===== config.mk =====
export PLATFORM = sky130hd
export DESIGN_NAME = sort_job_arbiter
export DESIGN_NICKNAME = d
export VERILOG_FILES = /design/src/rtl/sort_job_arbiter.sv
export SDC_FILE = /design/constraint.sdc
export NUM_CORES = 1
export LEC_CHECK = 0
export CORE_AREA = 2 2 185 187
export DETAILED_ROUTE_END_ITERATION = 10
export DIE_AREA = 0 0 187 189
export HOLD_SLACK_MARGIN = 0.03
export PLACE_DENSITY = 0.56
export SYNTH_ARGS = -nofsm -noshare
export SYNTH_HDL_FRONTEND = slang
export SYNTH_SLANG_ARGS = --single-unit

===== constraint.sdc =====
create_clock -name clk -period 7.6 [get_ports clk]
set_input_delay 1.9 -clock clk [delete_from_list [all_inputs] [get_ports clk]]
set_output_delay 1.9 -clock clk [all_outputs]
set_load 0.05 [all_outputs]

===== src/rtl/sort_job_arbiter.sv =====
// Round-robin front end sharing one 8x8-bit sort pipeline among NREQ requesters.
// Optional SORT_ORDER_CHECK_EN adds order_err, flagging results that are not correctly ordered.
module sort_job_arbiter #(
    parameter int NREQ      = 4,
    parameter int IDW       = 3,
    parameter int TIMEOUT   = 16,
    parameter int ASCENDING = 1
) (
    input  logic                 clk,
    input  logic                 rst,
    input  logic [NREQ-1:0]      req_valid,
    input  logic [NREQ*64-1:0]   req_data,
    output logic [NREQ-1:0]      req_ready,
    output logic [63:0]          sort_in,
    output logic                 sort_valid_in,
    input  logic [63:0]          sort_out,
    input  logic                 sort_valid_out,
    output logic                 resp_valid,
    input  logic                 resp_ready,
    output logic [IDW-1:0]       resp_id,
    output logic [63:0]          resp_data,
    output logic                 timeout_err,
    output logic [15:0]          done_cnt
`ifdef SORT_ORDER_CHECK_EN
    ,
    output logic                 order_err
`endif
);

    localparam int TW = $clog2(TIMEOUT);

    typedef enum logic [1:0] {S_IDLE, S_ISSUE, S_WAIT, S_DELIVER} state_t;

    state_t          state_q, state_d;
    logic [IDW-1:0]  last_grant_q, last_grant_d;
    logic [IDW-1:0]  id_q, id_d;
    logic [63:0]     job_q, job_d;
    logic [63:0]     data_q, data_d;
    logic [TW-1:0]   timer_q, timer_d;
    logic [15:0]     done_cnt_q, done_cnt_d;
    logic [IDW-1:0]  grant, g_lo, g_hi;
    logic            any_req, any_hi;
    logic            complete, expired;

    // True when adjacent bytes (byte 0 at the MSB end) break the configured order; ties allowed.
    function automatic logic order_bad(input logic [63:0] v);
        logic       bad;
        logic [7:0] a, b;
        bad = 1'b0;
        for (int k = 0; k < 7; k++) begin
            a = v[63-8*k -: 8];
            b = v[55-8*k -: 8];
            if ((ASCENDING != 0) ? (a > b) : (a < b)) bad = 1'b1;
        end
        return bad;
    endfunction

    // Lowest set bit above last_grant wins; otherwise wrap to the lowest set bit overall.
    always_comb begin
        any_req = 1'b0;
        any_hi  = 1'b0;
        g_lo    = '0;
        g_hi    = '0;
        for (int i = NREQ - 1; i >= 0; i--) begin
            if (req_valid[i]) begin
                any_req = 1'b1;
                g_lo    = IDW'(i);
                if (i > int'(last_grant_q)) begin
                    any_hi = 1'b1;
                    g_hi   = IDW'(i);
                end
            end
        end
        grant = any_hi ? g_hi : g_lo;
    end

    always_comb begin
        state_d       = state_q;
        last_grant_d  = last_grant_q;
        id_d          = id_q;
        job_d         = job_q;
        data_d        = data_q;
        timer_d       = timer_q;
        done_cnt_d    = done_cnt_q;
        req_ready     = '0;
        sort_valid_in = 1'b0;
        sort_in       = '0;
        resp_valid    = 1'b0;
        resp_id       = '0;
        resp_data     = '0;
        timeout_err   = 1'b0;
        // The first WAIT cycle (timer 0) may still see the previous job's completion level.
        complete      = sort_valid_out && (timer_q != '0);
        expired       = (timer_q == TW'(TIMEOUT - 1));

        case (state_q)
            S_IDLE: begin
                if (any_req) begin
                    for (int i = 0; i < NREQ; i++) begin
                        if (grant == IDW'(i)) begin
                            req_ready[i] = 1'b1;
                            job_d        = req_data[i*64 +: 64];
                        end
                    end
                    id_d         = grant;
                    last_grant_d = grant;
                    state_d      = S_ISSUE;
                end
            end
            S_ISSUE: begin
                sort_valid_in = 1'b1;
                sort_in       = job_q;
                timer_d       = '0;
                state_d       = S_WAIT;
            end
            S_WAIT: begin
                timer_d = timer_q + 1'b1;
                if (complete) begin
                    data_d  = sort_out;
                    state_d = S_DELIVER;
                end else if (expired) begin
                    timeout_err = 1'b1;
                    state_d     = S_IDLE;
                end
            end
            S_DELIVER: begin
                resp_valid = 1'b1;
                resp_id    = id_q;
                resp_data  = data_q;
                if (resp_ready) begin
                    done_cnt_d = done_cnt_q + 16'd1;
                    state_d    = S_IDLE;
                end
            end
            default: state_d = S_IDLE;
        endcase
    end

    always_ff @(posedge clk) begin
        if (!rst) begin
            state_q      <= S_IDLE;
            last_grant_q <= IDW'(NREQ - 1);
            timer_q      <= '0;
            done_cnt_q   <= '0;
        end else begin
            state_q      <= state_d;
            last_grant_q <= last_grant_d;
            timer_q      <= timer_d;
            done_cnt_q   <= done_cnt_d;
        end
        id_q   <= id_d;
        job_q  <= job_d;
        data_q <= data_d;
    end

    assign done_cnt = done_cnt_q;

`ifdef SORT_ORDER_CHECK_EN
    logic order_err_q, order_err_d;

    // Registered at capture so the flag lines up with the first resp_valid cycle.
    always_comb begin
        order_err_d = 1'b0;
        if (state_q == S_WAIT && complete) order_err_d = order_bad(sort_out);
    end

    always_ff @(posedge clk) begin
        if (!rst) order_err_q <= 1'b0;
        else      order_err_q <= order_err_d;
    end

    assign order_err = order_err_q;
`endif

endmodule


==> impl_metrics.env <==
export IMPL_outcome="finished, final reports clean"
export IMPL_setup_violations_final=0
export IMPL_end_kind="output port"
export IMPL_start_kind="input port"
export IMPL_vdd_ir_drop_max_v=0.000174
export IMPL_gr_total_overflow=0
export IMPL_r2r_setup_slack_ps=4240
export IMPL_gp_congestion=0.825
export IMPL_mostFrequentLayoutCells="clkdlybuf4s50_1, inv_1, and2_1, edfxtp_1, o21ai_0"
export IMPL_clock_sinks=154
export IMPL_crit_chain="clkdlybuf4s50_1 -> nor2b_2 -> o21ai_0 -> o211a_1 -> nor3_1 -> clkdlybuf4s50_1"
export IMPL_synthCells=820
export IMPL_rows=67
export IMPL_clock_latency_ps=430
export IMPL_cp_data_required_time_ps=5700
export IMPL_synth_nets=1155
export IMPL_power_density_nw_per_um2=304
export IMPL_min_period_over_period_pct=84.1
export IMPL_gr_max_usage_layer="met2"
export IMPL_yosysSeqAreaShare_pct=52.9
export IMPL_min_to="done_cnt[15]$_SDFFE_PN0P_"
export IMPL_ios=482
export IMPL_skew_ps=12.7
export IMPL_fin_cells=1723
export IMPL_worstHoldStart="done_cnt[15]$_SDFFE_PN0P_"
export IMPL_grt_max_degree=73
export IMPL_reg2reg_depth=6
export IMPL_max_freq_mhz=157
export IMPL_synth_area_per_cell_sq_um=10.1
export IMPL_maxSlewViolCount=0
export IMPL_regToRegEndpoint="job_q[20]$_DFFE_PP_"
export IMPL_drc=0
export IMPL_synth_top_family_by_area="compound AO/OA/AOI/OAI gates"
export IMPL_relSlewSlack_pct=25.0
export IMPL_finalHoldViolCount=0
export IMPL_synthMuxAreaShare_pct=0.242
export IMPL_worst_ep_arrival_time_ps=4490
export IMPL_synth_top_cell_area_share_pct=47.1
export IMPL_io_buffers=480
export IMPL_path_buf_inv=2
export IMPL_drv_cap=0
export IMPL_synthXorXnorAreaFrac_pct=1.16
export IMPL_min_path_cells=2
export IMPL_die_area_sq_um=35300
export IMPL_path_max_fanout=10
export IMPL_antenna_found_initial=2
export IMPL_path_clk_slew_ps=60
export IMPL_fin_nets=1595
export IMPL_ys_types=41
export IMPL_grt_usage_pct=18.3
export IMPL_mostFrequentLayoutCell="clkdlybuf4s50_1"
export IMPL_vias_per_cell=4.80
export IMPL_die_height_um=189
export IMPL_grt_first_pass_wirelength_um=50100
export IMPL_cts_buffer_depth=2
export IMPL_synth_compound_area_share_pct=19.1
export IMPL_met1_usage_pct=21.6
export IMPL_cts_buffers=17
export IMPL_postCtsSetupBuffers=0
export IMPL_crit_type="in -> out"
export IMPL_dp_cells=1689
export IMPL_crit_path_frequent_cell="clkdlybuf4s50_1"
export IMPL_drive_above_1_share_pct=4.16
export IMPL_gr_usage_met3_pct=5.47
export IMPL_yosysTopAreaCell="edfxtp_1"
export IMPL_hold_buffers=0
export IMPL_rsz0062_at_grt="no"
export IMPL_fin_crit_ps=6390
export IMPL_use_met2_pct=31.7
export IMPL_leakage_nw=5.24
export IMPL_wl_um=33200
export IMPL_crit_path_max_incr_delay_ps=920
export IMPL_synthAdderAreaFrac_pct=1.06
export IMPL_worst_pin_slew_ps=1120
export IMPL_dr_total_vias=8269
export IMPL_seqCellArea_sq_um=4380
export IMPL_cts_tree="done"
export IMPL_r2r_start="last_grant_q[1]$_SDFFE_PN1P_"
export IMPL_core_area_sq_um=33300
export IMPL_hold_path_class="reg -> reg"
export IMPL_cp_top_family="buffers and inverters"
export IMPL_cts_root_buffer="clkbuf_16"
export IMPL_finalSetupTns_ps=0
export IMPL_ant_nets=0
export IMPL_initial_core_util_pct=24.9
export IMPL_htreeDepth=4
export IMPL_synth_area_leaders="edfxtp_1, and2_1, a222oi_1"
export IMPL_dp_hpwl_um=23800
export IMPL_yosysWarnings=0
export IMPL_ctsResizeCount=0
export IMPL_cp_slowest_cell="clkdlybuf4s50_1"
export IMPL_synth_seq_cells=154
export IMPL_multi_input_area_sq_um=3030
export IMPL_crit_path_start="req_valid[3]"
export IMPL_fillers=3272
export IMPL_first_pass_iters=5
export IMPL_grt_pass1_vias=8308
export IMPL_die_w_um=187
export IMPL_synth_area_sq_um=8280
export IMPL_routedWlPerCell_um=19.3
export IMPL_synthSimpleGateAreaFrac_pct=14.7
export IMPL_syn2layout_area_growth_pct=68.6
export IMPL_first_iter_violations=589
## power breakdown
group,switching [W],internal [W],leakage (nW)
Combinational,0.00137,0.000732,3.54
Sequential,0.0000625,0.00122,1.42
Clock,0.000396,0.000457,0.278
## logic make-up (layout without fill, tap and decap cells)
group           after synthesis  in the layout
mux                           2              2
buf+inv                     213            666
other cells                   1              3
xor+xnor                     11             11
simple gates                209            209
flops                       154            154
compound gates              223            223
fa+ha+maj                     7              7
## worst max path at each step
stage	cells past startpoint	slack [ps]	end
after detailed placement	6	1190	req_ready[1]
final	6	1210	req_ready[1]
after CTS	6	1180	req_ready[1]
after global placement	6	1230	req_ready[1]
after floorplan	6	1840	req_ready[0]
after global routing	6	1070	req_ready[1]
## final cells by class
cell class,count,share of cell area (%)
multi-input combinational,453,21.7
timing repair buffer,490,34.9
clock buffer,20,3.35
tap,448,4.01
sequential,154,31.4
clock inverter,12,0.708
antenna,2,0.0358
inverter,144,3.88
## Yosys cell counts, drive strengths merged
master    n
a41o      1
o211a     1
a211o     1
nor2     24
mux2i     2
conb      1
nand2     8
inv     143
a31oi    64
or3b      1
nor4b     1
o21ai    72
clkbuf   39
o221ai    1
ha        7
nand2b    8
o311ai    1
o211ai    2
a311oi    2
a21boi    1
a32oi     1
or3       4
nor3      6
a21oi     9
and2    131
nor4      4
a222oi   65
edfxtp  130
and3      3
nand3    11
xnor2     9
o221a     2
buf      30
dfxtp    24
nand4     4
xor2      2
nor2b     4
clkinv    1
## per-stage QoR
step	hold WS, ps	power, W	utilization (%)	setup slack (ps)	instance area (sq um)
floorplan	471	0.00263	-	1840	8280
global placement	460	0.00341	40.2	1230	13400
detailed placement	466	0.00343	40.2	1190	13400
CTS	483	0.00430	41.9	1180	14000
global route	511	0.00446	42.0	1070	14000
finish	483	0.00424	42.0	1210	14000
## metal layers
metal / share of wire, % / vias up
met5: 0 / -
met4: 2.5 / 0
met3: 8.2 / 41
met2: 50 / 446
met1: 40 / 3946
li1: - / 3836
## worst register-to-register path, stage by stage (launching register included)
cell and delay (ps):
dfxtp_1 580, or3b_1 190, o221a_2 200, buf_4 600, a21boi_4 920, buf_4 440
a222oi_1 150
## sequential cells by signal, indices dropped and copies added (netlist names)
register      cells
data_q           64
job_q            64
timer_q           4
id_q              2
done_cnt         16
last_grant_q      2
state_q           2
(Power assumes the default switching activity.)
